## src/rtl/pkt_buf_pkg.sv

```systemverilog
// Shared widths, descriptor type and FSM encodings for the slot-based packet buffer.
package pkt_buf_pkg;
  localparam int META_W      = 128;
  localparam int ADDR_W      = 11;
  localparam int MAX_BEATS   = 64;
  localparam int NUM_SLOTS_D = (2 ** ADDR_W) / MAX_BEATS;
  localparam int SW          = $clog2(NUM_SLOTS_D);
  localparam int LW          = $clog2(MAX_BEATS) + 1;

  typedef struct packed {
    logic [SW-1:0]     slot;
    logic [LW-1:0]     len;
    logic [META_W-1:0] tuser;
  } desc_t;

  typedef enum logic [1:0] {W_IDLE, W_PKT, W_DROP} wr_state_e;
  typedef enum logic       {R_IDLE, R_RUN}         rd_state_e;

  function automatic logic [SW:0] popcount(input logic [NUM_SLOTS_D-1:0] v);
    logic [SW:0] n;
    n = '0;
    for (int i = 0; i < NUM_SLOTS_D; i++) n = n + (SW+1)'(v[i]);
    return n;
  endfunction
endpackage

```

## src/rtl/pkt_buffer_ctrl_if.sv

```systemverilog
// AXI-Stream bundle used for both the ingress and egress sides of the packet buffer.
interface pkt_buffer_ctrl_if #(
  parameter int DATA_WIDTH = 256,
  parameter int KEEP_WIDTH = DATA_WIDTH / 8,
  parameter int USER_WIDTH = 128
);
  logic [DATA_WIDTH-1:0] tdata;
  logic [KEEP_WIDTH-1:0] tkeep;
  logic [USER_WIDTH-1:0] tuser;
  logic                  tvalid;
  logic                  tready;
  logic                  tlast;

  modport master (output tdata, tkeep, tuser, tvalid, tlast, input tready);
  modport slave  (input tdata, tkeep, tuser, tvalid, tlast, output tready);
endinterface

```

## src/rtl/pkt_buf_free_list.sv

```systemverilog
// Free-slot bitmap with lowest-index allocation and two independent release ports.
module pkt_buf_free_list
  import pkt_buf_pkg::*;
#(
  parameter int NUM_SLOTS = NUM_SLOTS_D
) (
  input  logic          clk,
  input  logic          rst,
  input  logic          alloc_i,
  output logic          alloc_valid_o,
  output logic [SW-1:0] alloc_slot_o,
  input  logic          free_a_i,
  input  logic [SW-1:0] free_a_slot_i,
  input  logic          free_b_i,
  input  logic [SW-1:0] free_b_slot_i,
  output logic [SW:0]   free_cnt_o
);
  logic [NUM_SLOTS-1:0] free_q, free_d;

  // Descending scan so the last hit, i.e. the lowest free index, wins.
  always_comb begin
    alloc_valid_o = 1'b0;
    alloc_slot_o  = '0;
    for (int i = NUM_SLOTS - 1; i >= 0; i--) begin
      if (free_q[i]) begin
        alloc_valid_o = 1'b1;
        alloc_slot_o  = SW'(i);
      end
    end
  end

  always_comb begin
    free_d = free_q;
    if (alloc_i)  free_d[alloc_slot_o]  = 1'b0;
    if (free_a_i) free_d[free_a_slot_i] = 1'b1;
    if (free_b_i) free_d[free_b_slot_i] = 1'b1;
  end

  always_ff @(posedge clk) begin
    if (rst) free_q <= '1;
    else     free_q <= free_d;
  end

  assign free_cnt_o = popcount(free_q);
endmodule

```

## src/rtl/pkt_buffer_ctrl.sv

```systemverilog
// Packet buffer controller: stores ingress packets into fixed BRAM slots, issues
// descriptors to the PIFO and replays dequeued slots onto the egress stream.
module pkt_buffer_ctrl
  import pkt_buf_pkg::*;
#(
  parameter int DATA_WIDTH      = 256,
  parameter int KEEP_WIDTH      = DATA_WIDTH / 8,
  parameter int SUME_META_WIDTH = META_W,
  parameter int ADDR_WIDTH      = ADDR_W,
  parameter int MAX_PKT_BEATS   = MAX_BEATS
) (
  input  logic                             clk,
  input  logic                             rst,
  pkt_buffer_ctrl_if.slave                 s_axis,
  output logic [SW-1:0]                    desc_slot,
  output logic [LW-1:0]                    desc_len,
  output logic [SUME_META_WIDTH-1:0]       desc_tuser,
  output logic                             desc_valid,
  input  logic                             desc_ready,
  input  logic [SW-1:0]                    deq_slot,
  input  logic [LW-1:0]                    deq_len,
  input  logic                             deq_valid,
  output logic                             deq_ready,
  output logic                             bram_wr_en,
  output logic [ADDR_WIDTH-1:0]            bram_wr_addr,
  output logic [KEEP_WIDTH+DATA_WIDTH-1:0] bram_wr_data,
  output logic                             bram_rd_en,
  output logic [ADDR_WIDTH-1:0]            bram_rd_addr,
  input  logic [KEEP_WIDTH+DATA_WIDTH-1:0] bram_rd_data,
  pkt_buffer_ctrl_if.master                m_axis,
  output logic [SW:0]                      free_slots,
  output logic                             drop_pulse
);
  localparam int BW = KEEP_WIDTH + DATA_WIDTH;

  typedef struct packed {
    logic          last;
    logic [SW-1:0] slot;
    logic [BW-1:0] beat;
  } ent_t;

  wr_state_e               w_state_q, w_state_d;
  logic [SW-1:0]           slot_q, slot_d;
  logic [LW-1:0]           beat_q, beat_d;
  logic [META_W-1:0]       tuser_q, tuser_d;
  desc_t                   desc_q, desc_d;
  logic                    desc_valid_q, desc_valid_d;
  logic                    wr_en_q, wr_en_d;
  logic [ADDR_WIDTH-1:0]   wr_addr_q, wr_addr_d;
  logic [BW-1:0]           wr_data_q, wr_data_d;
  logic                    drop_q, drop_d;
  logic                    s_ready, alloc, alloc_valid, free_drop;
  logic [SW-1:0]           alloc_slot;

  rd_state_e               r_state_q, r_state_d;
  logic [SW-1:0]           rd_slot_q, rd_slot_d;
  logic [LW-1:0]           rd_len_q, rd_len_d, rd_idx_q, rd_idx_d;
  logic                    rd_en, rd_last, room, pop, push;
  logic                    fl_vld_q, fl_last_q;
  logic [SW-1:0]           fl_slot_q;
  ent_t                    mem_q [2];
  ent_t                    head;
  logic                    wr_ptr_q, rd_ptr_q;
  logic [1:0]              cnt_q;

  pkt_buf_free_list u_free_list (
    .clk           (clk),
    .rst           (rst),
    .alloc_i       (alloc),
    .alloc_valid_o (alloc_valid),
    .alloc_slot_o  (alloc_slot),
    .free_a_i      (free_drop),
    .free_a_slot_i (slot_q),
    .free_b_i      (pop && head.last),
    .free_b_slot_i (head.slot),
    .free_cnt_o    (free_slots)
  );

  // Write path: ingress beats become registered BRAM port-A writes one cycle later.
  always_comb begin
    w_state_d    = w_state_q;
    slot_d       = slot_q;
    beat_d       = beat_q;
    tuser_d      = tuser_q;
    desc_d       = desc_q;
    desc_valid_d = desc_valid_q && !desc_ready;
    wr_en_d      = 1'b0;
    wr_addr_d    = wr_addr_q;
    wr_data_d    = wr_data_q;
    drop_d       = 1'b0;
    alloc        = 1'b0;
    free_drop    = 1'b0;
    s_ready      = 1'b0;
    unique case (w_state_q)
      W_IDLE: begin
        s_ready = alloc_valid && !desc_valid_q;
        if (s_axis.tvalid && s_ready) begin
          alloc     = 1'b1;
          slot_d    = alloc_slot;
          tuser_d   = s_axis.tuser;
          beat_d    = LW'(1);
          wr_en_d   = 1'b1;
          wr_addr_d = {alloc_slot, {(LW-1){1'b0}}};
          wr_data_d = {s_axis.tkeep, s_axis.tdata};
          if (s_axis.tlast) begin
            desc_d.slot  = alloc_slot;
            desc_d.len   = LW'(1);
            desc_d.tuser = s_axis.tuser;
            desc_valid_d = 1'b1;
          end else begin
            w_state_d = W_PKT;
          end
        end
      end
      W_PKT: begin
        s_ready = !desc_valid_q;
        if (s_axis.tvalid && s_ready) begin
          if (beat_q == LW'(MAX_PKT_BEATS)) begin
            // Slot is full: give it back and swallow the rest of the packet.
            free_drop = 1'b1;
            drop_d    = 1'b1;
            w_state_d = s_axis.tlast ? W_IDLE : W_DROP;
          end else begin
            wr_en_d   = 1'b1;
            wr_addr_d = {slot_q, beat_q[LW-2:0]};
            wr_data_d = {s_axis.tkeep, s_axis.tdata};
            beat_d    = beat_q + LW'(1);
            if (s_axis.tlast) begin
              desc_d.slot  = slot_q;
              desc_d.len   = beat_q + LW'(1);
              desc_d.tuser = tuser_q;
              desc_valid_d = 1'b1;
              w_state_d    = W_IDLE;
            end
          end
        end
      end
      W_DROP: begin
        s_ready = 1'b1;
        if (s_axis.tvalid && s_axis.tlast) w_state_d = W_IDLE;
      end
      default: w_state_d = W_IDLE;
    endcase
  end

  always_ff @(posedge clk) begin
    if (rst) begin
      w_state_q    <= W_IDLE;
      slot_q       <= '0;
      beat_q       <= '0;
      desc_q       <= '0;
      desc_valid_q <= 1'b0;
      wr_en_q      <= 1'b0;
      wr_addr_q    <= '0;
      wr_data_q    <= '0;
      drop_q       <= 1'b0;
    end else begin
      w_state_q    <= w_state_d;
      slot_q       <= slot_d;
      beat_q       <= beat_d;
      desc_q       <= desc_d;
      desc_valid_q <= desc_valid_d;
      wr_en_q      <= wr_en_d;
      wr_addr_q    <= wr_addr_d;
      wr_data_q    <= wr_data_d;
      drop_q       <= drop_d;
    end
  end

  always_ff @(posedge clk) tuser_q <= tuser_d;

  // Read path: issue a read only if the 2-entry buffer can absorb it after this cycle's pop.
  assign pop     = (cnt_q != 2'd0) && m_axis.tready;
  assign push    = fl_vld_q;
  assign room    = (3'(cnt_q) + 3'(fl_vld_q) - 3'(pop)) <= 3'd1;
  assign rd_last = (rd_idx_q == rd_len_q - LW'(1));

  always_comb begin
    r_state_d = r_state_q;
    rd_slot_d = rd_slot_q;
    rd_len_d  = rd_len_q;
    rd_idx_d  = rd_idx_q;
    rd_en     = 1'b0;
    deq_ready = 1'b0;
    unique case (r_state_q)
      R_IDLE: begin
        deq_ready = 1'b1;
        if (deq_valid) begin
          rd_slot_d = deq_slot;
          rd_len_d  = deq_len;
          rd_idx_d  = '0;
          r_state_d = R_RUN;
        end
      end
      R_RUN: begin
        if (room) begin
          rd_en    = 1'b1;
          rd_idx_d = rd_idx_q + LW'(1);
          if (rd_last) r_state_d = R_IDLE;
        end
      end
      default: r_state_d = R_IDLE;
    endcase
  end

  always_ff @(posedge clk) begin
    if (rst) begin
      r_state_q <= R_IDLE;
      rd_slot_q <= '0;
      rd_len_q  <= '0;
      rd_idx_q  <= '0;
      fl_vld_q  <= 1'b0;
      wr_ptr_q  <= 1'b0;
      rd_ptr_q  <= 1'b0;
      cnt_q     <= '0;
    end else begin
      r_state_q <= r_state_d;
      rd_slot_q <= rd_slot_d;
      rd_len_q  <= rd_len_d;
      rd_idx_q  <= rd_idx_d;
      fl_vld_q  <= rd_en;
      if (push) wr_ptr_q <= ~wr_ptr_q;
      if (pop)  rd_ptr_q <= ~rd_ptr_q;
      cnt_q     <= cnt_q + 2'(push) - 2'(pop);
    end
  end

  always_ff @(posedge clk) begin
    fl_last_q <= rd_last;
    fl_slot_q <= rd_slot_q;
    if (push) mem_q[wr_ptr_q] <= '{last: fl_last_q, slot: fl_slot_q, beat: bram_rd_data};
  end

  assign head          = mem_q[rd_ptr_q];
  assign m_axis.tvalid = (cnt_q != 2'd0);
  assign m_axis.tdata  = m_axis.tvalid ? head.beat[DATA_WIDTH-1:0] : '0;
  assign m_axis.tkeep  = m_axis.tvalid ? head.beat[BW-1:DATA_WIDTH] : '0;
  assign m_axis.tlast  = m_axis.tvalid && head.last;
  assign m_axis.tuser  = '0;

  assign s_axis.tready = s_ready;
  assign desc_slot     = desc_q.slot;
  assign desc_len      = desc_q.len;
  assign desc_tuser    = desc_q.tuser;
  assign desc_valid    = desc_valid_q;
  assign bram_wr_en    = wr_en_q;
  assign bram_wr_addr  = wr_addr_q;
  assign bram_wr_data  = wr_data_q;
  assign bram_rd_en    = rd_en;
  assign bram_rd_addr  = {rd_slot_q, rd_idx_q[LW-2:0]};
  assign drop_pulse    = drop_q;
endmodule

```

## src/flat_wrapper.sv

```systemverilog
// flat-port wrapper written by rule: the top's interface ports become plain ports
module pkt_buffer_ctrl_flat import pkt_buf_pkg::*;
#(
  parameter int DATA_WIDTH      = 256,
  parameter int KEEP_WIDTH      = DATA_WIDTH / 8,
  parameter int SUME_META_WIDTH = META_W,
  parameter int ADDR_WIDTH      = ADDR_W,
  parameter int MAX_PKT_BEATS   = MAX_BEATS
)
  (clk, rst, desc_slot, desc_len, desc_tuser, desc_valid, desc_ready, deq_slot, deq_len, deq_valid, deq_ready, bram_wr_en, bram_wr_addr, bram_wr_data, bram_rd_en, bram_rd_addr, bram_rd_data, free_slots, drop_pulse, s_axis_tdata, s_axis_tkeep, s_axis_tuser, s_axis_tvalid, s_axis_tlast, s_axis_tready, m_axis_tdata, m_axis_tkeep, m_axis_tuser, m_axis_tvalid, m_axis_tlast, m_axis_tready);
  pkt_buffer_ctrl_if #(.DATA_WIDTH(DATA_WIDTH), .KEEP_WIDTH(KEEP_WIDTH), .USER_WIDTH(128)) s_axis_i ();
  pkt_buffer_ctrl_if #(.DATA_WIDTH(DATA_WIDTH), .KEEP_WIDTH(KEEP_WIDTH), .USER_WIDTH(128)) m_axis_i ();
  input  logic clk;
  input  logic rst;
  output logic [SW-1:0] desc_slot;
  output logic [LW-1:0] desc_len;
  output logic [SUME_META_WIDTH-1:0] desc_tuser;
  output logic desc_valid;
  input  logic desc_ready;
  input  logic [SW-1:0] deq_slot;
  input  logic [LW-1:0] deq_len;
  input  logic deq_valid;
  output logic deq_ready;
  output logic bram_wr_en;
  output logic [ADDR_WIDTH-1:0] bram_wr_addr;
  output logic [KEEP_WIDTH+DATA_WIDTH-1:0] bram_wr_data;
  output logic bram_rd_en;
  output logic [ADDR_WIDTH-1:0] bram_rd_addr;
  input  logic [KEEP_WIDTH+DATA_WIDTH-1:0] bram_rd_data;
  output logic [SW:0] free_slots;
  output logic drop_pulse;
  input wire logic [$bits(s_axis_i.tdata)-1:0] s_axis_tdata;
  input wire logic [$bits(s_axis_i.tkeep)-1:0] s_axis_tkeep;
  input wire logic [$bits(s_axis_i.tuser)-1:0] s_axis_tuser;
  input wire logic [$bits(s_axis_i.tvalid)-1:0] s_axis_tvalid;
  input wire logic [$bits(s_axis_i.tlast)-1:0] s_axis_tlast;
  output wire logic [$bits(s_axis_i.tready)-1:0] s_axis_tready;
  output wire logic [$bits(m_axis_i.tdata)-1:0] m_axis_tdata;
  output wire logic [$bits(m_axis_i.tkeep)-1:0] m_axis_tkeep;
  output wire logic [$bits(m_axis_i.tuser)-1:0] m_axis_tuser;
  output wire logic [$bits(m_axis_i.tvalid)-1:0] m_axis_tvalid;
  output wire logic [$bits(m_axis_i.tlast)-1:0] m_axis_tlast;
  input wire logic [$bits(m_axis_i.tready)-1:0] m_axis_tready;
  assign s_axis_i.tdata = s_axis_tdata;
  assign s_axis_i.tkeep = s_axis_tkeep;
  assign s_axis_i.tuser = s_axis_tuser;
  assign s_axis_i.tvalid = s_axis_tvalid;
  assign s_axis_i.tlast = s_axis_tlast;
  assign s_axis_tready = s_axis_i.tready;
  assign m_axis_tdata = m_axis_i.tdata;
  assign m_axis_tkeep = m_axis_i.tkeep;
  assign m_axis_tuser = m_axis_i.tuser;
  assign m_axis_tvalid = m_axis_i.tvalid;
  assign m_axis_tlast = m_axis_i.tlast;
  assign m_axis_i.tready = m_axis_tready;
  pkt_buffer_ctrl #(.DATA_WIDTH(DATA_WIDTH), .KEEP_WIDTH(KEEP_WIDTH), .SUME_META_WIDTH(SUME_META_WIDTH), .ADDR_WIDTH(ADDR_WIDTH), .MAX_PKT_BEATS(MAX_PKT_BEATS)) u_core (.clk(clk), .rst(rst), .s_axis(s_axis_i), .desc_slot(desc_slot), .desc_len(desc_len), .desc_tuser(desc_tuser), .desc_valid(desc_valid), .desc_ready(desc_ready), .deq_slot(deq_slot), .deq_len(deq_len), .deq_valid(deq_valid), .deq_ready(deq_ready), .bram_wr_en(bram_wr_en), .bram_wr_addr(bram_wr_addr), .bram_wr_data(bram_wr_data), .bram_rd_en(bram_rd_en), .bram_rd_addr(bram_rd_addr), .bram_rd_data(bram_rd_data), .m_axis(m_axis_i), .free_slots(free_slots), .drop_pulse(drop_pulse));
endmodule
```

## config.mk

```make
export PLATFORM = sky130hd
export DESIGN_NAME = pkt_buffer_ctrl_flat
export DESIGN_NICKNAME = d
export VERILOG_FILES = /design/src/rtl/pkt_buf_pkg.sv /design/src/rtl/pkt_buffer_ctrl_if.sv /design/src/rtl/pkt_buf_free_list.sv /design/src/rtl/pkt_buffer_ctrl.sv /design/src/flat_wrapper.sv
export SDC_FILE = /design/constraint.sdc
export NUM_CORES = 2
export LEC_CHECK = 0
export CORE_AREA = 2 2 616 618
export DETAILED_ROUTE_END_ITERATION = 7
export DIE_AREA = 0 0 618 620
export MAX_ROUTING_LAYER = met4
export PLACE_DENSITY = 0.38
export SYNTH_ARGS = -nofsm -noshare
export SYNTH_HDL_FRONTEND = slang
export SYNTH_SLANG_ARGS = --single-unit
```

## constraint.sdc

```tcl
create_clock -name clk -period 13.63 [get_ports clk]
set_input_delay 2.726 -clock clk [delete_from_list [all_inputs] [get_ports clk]]
set_output_delay 2.726 -clock clk [all_outputs]
set_load 0.1 [all_outputs]
```

==> impl_results.html <==
<table>
<tr><th>Metric</th><th>Value</th></tr>
<tr><th colspan="2">Timing</th></tr>
<tr><td>Unrepaired setup endpoints after global routing</td><td>no</td></tr>
<tr><td>Post-route worst hold slack</td><td>0.375 ns</td></tr>
<tr><td>Maximum clock frequency</td><td>115 MHz</td></tr>
<tr><td>Largest clock skew in the final design</td><td>0.0430 ns</td></tr>
<tr><td>Post-route minimum period</td><td>8.72 ns</td></tr>
<tr><td>Number of pins with negative max-slew slack in the final report</td><td>0</td></tr>
<tr><td>Final critical-path share of the clock period</td><td>64.0%</td></tr>
<tr><td>Actual slew at the worst max-slew pin</td><td>1.31 ns</td></tr>
<tr><td>Final sum of negative setup slack</td><td>0 ns</td></tr>
<tr><td>Final Hold Violating Endpoints</td><td>0</td></tr>
<tr><td>Relative max-transition margin</td><td>12.8%</td></tr>
<tr><td>Number of setup violations in the final report</td><td>0</td></tr>
<tr><th colspan="2">Place</th></tr>
<tr><td>Post-DP HPWL</td><td>223000 um</td></tr>
<tr><td>Dpl cell area</td><td>68000 sq um</td></tr>
<tr><td>Final weighted congestion in routability-driven placement</td><td>0.873</td></tr>
<tr><td>Number of placed instances with taps included</td><td>10400</td></tr>
<tr><td>Count of input and output buffers</td><td>1474</td></tr>
<tr><th colspan="2">Die</th></tr>
<tr><td>Horizontal die dimension</td><td>618 um</td></tr>
<tr><td>Die ar.</td><td>383000 sq um</td></tr>
<tr><td>I/O Pins</td><td>1603</td></tr>
<tr><td>Row count</td><td>226</td></tr>
<tr><td>Std-Cell Core Area</td><td>377000 sq um</td></tr>
<tr><td>Initial standard-cell utilization of the core</td><td>12.8%</td></tr>
<tr><td>Die Y</td><td>620 um</td></tr>
<tr><th colspan="2">Setup path</th></tr>
<tr><td>CP Data Required Time</td><td>10.90 ns</td></tr>
<tr><td>CP arrival</td><td>5.99 ns</td></tr>
<tr><td>Startpoint of the worst register-to-register path</td><td>u_core.u_free_list.free_q[14]$_SDFF_PP1_</td></tr>
<tr><td>Worst setup EP type</td><td>output port</td></tr>
<tr><td>Delay-heaviest family, CP</td><td>adder cells</td></tr>
<tr><td>Critical Path Most Common Cell</td><td>sky130_fd_sc_hd__fa_1</td></tr>
<tr><td>First element of the critical path</td><td>u_core.u_free_list.free_q[5]$_SDFF_PP1_</td></tr>
<tr><td>Worst reg-to-reg path cell count</td><td>9</td></tr>
<tr><td>Critical-path top delay cell</td><td>sky130_fd_sc_hd__fa_1</td></tr>
<tr><td>Critical path class</td><td>reg2out</td></tr>
<tr><td>Endpoint of the lowest-slack register-to-register path</td><td>u_core.bram_wr_data[282]$_SDFFE_PP0P_</td></tr>
<tr><td>Register-to-Register Setup Slack</td><td>8.67 ns</td></tr>
<tr><td>Cells along the critical path</td><td>inv_1 -&gt; fa_1 -&gt; fa_1 -&gt; fa_1 -&gt; fa_1 -&gt; fa_1 -&gt; fa_1 -&gt; inv_1 -&gt; ha_1 -&gt; inv_1 -&gt; fa_1 -&gt; inv_1 -&gt; a21o_1 -&gt; a21oi_1 -&gt; xnor2_1 -&gt; buf_4</td></tr>
<tr><td>CP startpoint kind</td><td>register</td></tr>
<tr><td>Biggest fanout along the worst timing path</td><td>6</td></tr>
<tr><td>CP Depth</td><td>16</td></tr>
<tr><td>Worst setup path endpoint</td><td>free_slots[4]</td></tr>
<tr><td>Bufs and invs on worst path</td><td>5</td></tr>
<tr><td>Biggest cell delay along the critical path</td><td>0.59 ns</td></tr>
<tr><th colspan="2">Routing</th></tr>
<tr><td>Overall routed net length</td><td>280000 um</td></tr>
<tr><td>Initial DRT Pass Iterations</td><td>5</td></tr>
<tr><td>DR iter-0 viols</td><td>2173</td></tr>
<tr><td>Via density per instance</td><td>3.52</td></tr>
<tr><td>Number of antenna-violating nets in the routed design</td><td>0</td></tr>
<tr><td>Wire length per cell</td><td>25.9 um</td></tr>
<tr><td>Vias after detailed routing</td><td>38000</td></tr>
<tr><td>DRC viols</td><td>0</td></tr>
<tr><th colspan="2">Global routing</th></tr>
<tr><td>GR Layer Usage met2</td><td>26.3%</td></tr>
<tr><td>Busiest metal layer after global routing</td><td>met2</td></tr>
<tr><td>Grt met1 use</td><td>14.8%</td></tr>
<tr><td>Overall track demand over capacity in global routing</td><td>14.3%</td></tr>
<tr><td>Congestion Overflow GR</td><td>0</td></tr>
<tr><td>Global-route wire length before repair</td><td>362000 um</td></tr>
<tr><td>GRT met3 Usage</td><td>3.82%</td></tr>
<tr><td>Number of global-route vias before repair</td><td>37900</td></tr>
<tr><td>Number of antenna violations at the first check in global routing</td><td>149</td></tr>
<tr><td>Largest net degree at the start of global routing</td><td>154</td></tr>
<tr><th colspan="2">Synth</th></tr>
<tr><td>Number of synthesized flops with an enable pin</td><td>716</td></tr>
<tr><td>Share of flip-flops with an asynchronous set or reset after synthesis</td><td>0%</td></tr>
<tr><td>Average instance area after synthesis</td><td>11.6 sq um</td></tr>
<tr><td>Fraction of the yosys area taken by sequential cells</td><td>66.0%</td></tr>
<tr><td>Number of instances in the synthesized netlist</td><td>4178</td></tr>
<tr><td>Synthesized flop and latch total</td><td>1236</td></tr>
<tr><td>Number of different library cells in the post-synthesis netlist</td><td>61</td></tr>
<tr><td>Dominant register cell in the synthesized netlist</td><td>sky130_fd_sc_hd__edfxtp_1</td></tr>
<tr><td>Cell area after synthesis</td><td>48300 sq um</td></tr>
<tr><td>Syn. warnings</td><td>0</td></tr>
<tr><th colspan="2">Cells and area</th></tr>
<tr><td>Post-route standard cell area excluding fillers</td><td>73600 sq um</td></tr>
<tr><td>Fill cell instance count of the final layout</td><td>41200</td></tr>
<tr><td>Count of non-filler cells in the finished layout</td><td>10800</td></tr>
<tr><td>Final net count</td><td>6362</td></tr>
<tr><td>Area added between synthesis and finish</td><td>52.2%</td></tr>
<tr><td>Reg area</td><td>31900 sq um</td></tr>
<tr><td>Fraction of layout cells with a size suffix above 1</td><td>8.55%</td></tr>
<tr><td>Area occupied by multi-input gates</td><td>14600 sq um</td></tr>
<tr><th colspan="2">Clock tree</th></tr>
<tr><td>Resized Gates After CTS</td><td>0</td></tr>
<tr><td>Clock tree from TritonCTS</td><td>done</td></tr>
<tr><td>CTS Hold Buffers Added</td><td>0</td></tr>
<tr><td>Sinks on Clock Net</td><td>1236</td></tr>
<tr><td>Number of levels the H-tree was split into</td><td>4</td></tr>
<tr><td>Clock slew at the register clock pins of the worst setup and hold paths</td><td>0.06 ns</td></tr>
<tr><td>Buffers inserted by post-CTS timing repair</td><td>0</td></tr>
<tr><td>Number of buffers on the longest clock path</td><td>4</td></tr>
<tr><td>TritonCTS buffer count</td><td>167</td></tr>
<tr><td>Master cell of the clock root buffer</td><td>sky130_fd_sc_hd__clkbuf_16</td></tr>
<tr><td>Clock insertion delay at the later pin of the skew report</td><td>0.83 ns</td></tr>
<tr><th colspan="2">Run status</th></tr>
<tr><td>Run status</td><td>finished clean</td></tr>
<tr><th colspan="2">Worst hold path</th></tr>
<tr><td>Hold/Removal Path Class</td><td>reg2reg</td></tr>
<tr><th colspan="2">Power</th></tr>
<tr><td>Overall power</td><td>15.8 mW</td></tr>
<tr><td>IR Drop Worst-Case VDD</td><td>0.195 mV</td></tr>
<tr><td>Leakage power figure</td><td>24.5 nW</td></tr>
<tr><td>Power Density</td><td>215 nW/um^2</td></tr>
<tr><th colspan="2">Flow run</th></tr>
<tr><td>Max-cap violations</td><td>0</td></tr>
</table>
==> cell type report <==
cell class / count / share of cell area [%]
diodes: 51 / 0.173
clock buffers: 221 / 6.19
clock inverters: 80 / 1.26
inverters: 56 / 0.293
multi-input cells: 2619 / 19.8
flip-flops and latches: 1236 / 43.4
well taps: 5016 / 8.53
repair buffers: 1521 / 20.3
==> cell usage after synthesis (all sizes together) (3+ instances only) <==
cell      n  area [sq um]
o21ai    43           215
xnor2    16           140
nor4     12           109
nand2   914          3430
or3      11          73.8
ha       13           163
o211ai   22           165
nand3    33           165
nor3     17          85.1
dfxtp   520         10400
inv      56           210
and3      4          25.0
fa       25           500
buf     238          1570
nand3b    6          45.0
clkbuf  156           586
nor2b     7          43.8
edfxtp  716         21500
and2      6          37.5
or4       3          22.5
mux2i   292          2920
a311oi  130          1620
nor2    486          1820
o221ai    5          43.8
o31ai     3          22.5
nand2b    9          56.3
o21a      5          37.5
a211oi   10          80.1
a21oi   383          1920
a221oi    4          35.0
==> routing by layer <==
| layer | up-vias | share of wire, % | wire length [um] |
|---|---|---|---|
| met5 | - | 0 | 0 |
| met4 | 0 | 3.6 | 10200 |
| met3 | 486 | 6.7 | 18700 |
| met2 | 1530 | 53 | 149000 |
| met1 | 18700 | 36 | 102000 |
| li1 | 17300 | - | - |
==> sequential cells by signal (all words and copies together), names as in the netlist, 2 cells and up, named ones only <==
signal and flops:
u_core.beat_q 7, u_core.mem_q 588, u_core.rd_slot_q 5, u_core.rd_len_q 7
u_core.cnt_q 2, u_core.fl_slot_q 5, u_core.bram_wr_data 288, u_core.tuser_q 128
u_core.u_free_list.free_q 32, u_core.desc_len 7, u_core.desc_tuser 128, u_core.desc_slot 5
u_core.w_state_q 2, u_core.rd_idx_q 7, u_core.slot_q 5, u_core.bram_wr_addr 11
==> kinds of logic (layout without fill, tap and decap cells) <==
family	after synthesis	count (layout)	share of synthesized area, %
simple gates	1517	1517	12.4
flops	1236	1236	66.0
compound gates	625	625	8.92
buf+inv	450	1878	4.90
mux	293	293	6.07
fa+ha+maj	38	38	1.37
xor+xnor	18	18	0.326
other cells	1	179	0.00776
==> worst register-to-register path: stages (launching register included) <==
cell and delay [ns]:
sky130_fd_sc_hd__dfxtp_1 0.38, sky130_fd_sc_hd__nor4_1 0.76, sky130_fd_sc_hd__nand4_1 0.38, sky130_fd_sc_hd__or3_4 0.51
sky130_fd_sc_hd__nand2_4 0.48, sky130_fd_sc_hd__buf_4 0.62, sky130_fd_sc_hd__buf_12 0.53, sky130_fd_sc_hd__buf_4 0.94
sky130_fd_sc_hd__nand2_1 0.14, sky130_fd_sc_hd__a21oi_1 0.15
==> through the flow <==
stage	utilization [%]	worst slack [ns]
after floorplan	-	0.0209
after global placement	18.0	5.31
after detailed placement	18.0	5.43
after CTS	19.5	4.72
after global routing	19.5	4.63
final	19.5	4.91
==> worst min path at each step <==
stage / start / endpoint / slack (ns) / cells after the start
5_1_grt: u_core.rd_slot_q[1]$_SDFFE_PP0P_ / u_core.fl_slot_q[1]$_DFF_P_ / 0.38 / 0
6_report: u_core.rd_slot_q[4]$_SDFFE_PP0P_ / u_core.fl_slot_q[4]$_DFF_P_ / 0.37 / 0
3_3_place_gp: u_core.rd_slot_q[1]$_SDFFE_PP0P_ / u_core.fl_slot_q[1]$_DFF_P_ / 0.37 / 0
3_5_place_dp: u_core.rd_slot_q[1]$_SDFFE_PP0P_ / u_core.fl_slot_q[1]$_DFF_P_ / 0.37 / 0
2_1_floorplan: u_core.fl_slot_q[0]$_DFF_P_ / u_core.mem_q[0][288]$_DFFE_PP_ / 0.40 / 0
4_1_cts: u_core.rd_slot_q[1]$_SDFFE_PP0P_ / u_core.fl_slot_q[1]$_DFF_P_ / 0.38 / 0
==> power by group <==
part | internal, mW | switching, mW | total [mW]
Clock | 2.63 | 1.82 | 4.45
Combinational | 1.41 | 5.49 | 6.90
Sequential | 4.31 | 0.137 | 4.45
==> layout by cell type (no fill, tap or decap), types with 9 or more instances in the layout <==
cell and count:
sky130_fd_sc_hd__clkdlybuf4s50_1 1374, sky130_fd_sc_hd__nand2_1 913, sky130_fd_sc_hd__edfxtp_1 716, sky130_fd_sc_hd__dfxtp_1 519
sky130_fd_sc_hd__nor2_1 484, sky130_fd_sc_hd__a21oi_1 383, sky130_fd_sc_hd__mux2i_1 292, sky130_fd_sc_hd__clkbuf_16 168
sky130_fd_sc_hd__buf_4 137, sky130_fd_sc_hd__conb_1 128, sky130_fd_sc_hd__a311oi_2 77, sky130_fd_sc_hd__inv_1 55
sky130_fd_sc_hd__a311oi_1 53, sky130_fd_sc_hd__diode_2 51, sky130_fd_sc_hd__o21ai_0 42, sky130_fd_sc_hd__clkbuf_1 38
sky130_fd_sc_hd__nand3_1 33, sky130_fd_sc_hd__fa_1 25, sky130_fd_sc_hd__clkinv_2 25, sky130_fd_sc_hd__o211ai_1 22
sky130_fd_sc_hd__clkinv_1 19, sky130_fd_sc_hd__nor3_1 17, sky130_fd_sc_hd__xnor2_1 16, sky130_fd_sc_hd__clkbuf_8 15
sky130_fd_sc_hd__bufinv_16 14, sky130_fd_sc_hd__ha_1 13, sky130_fd_sc_hd__or3_1 10, sky130_fd_sc_hd__a211oi_1 9
Note: power is estimated with default switching activity, not from simulation.
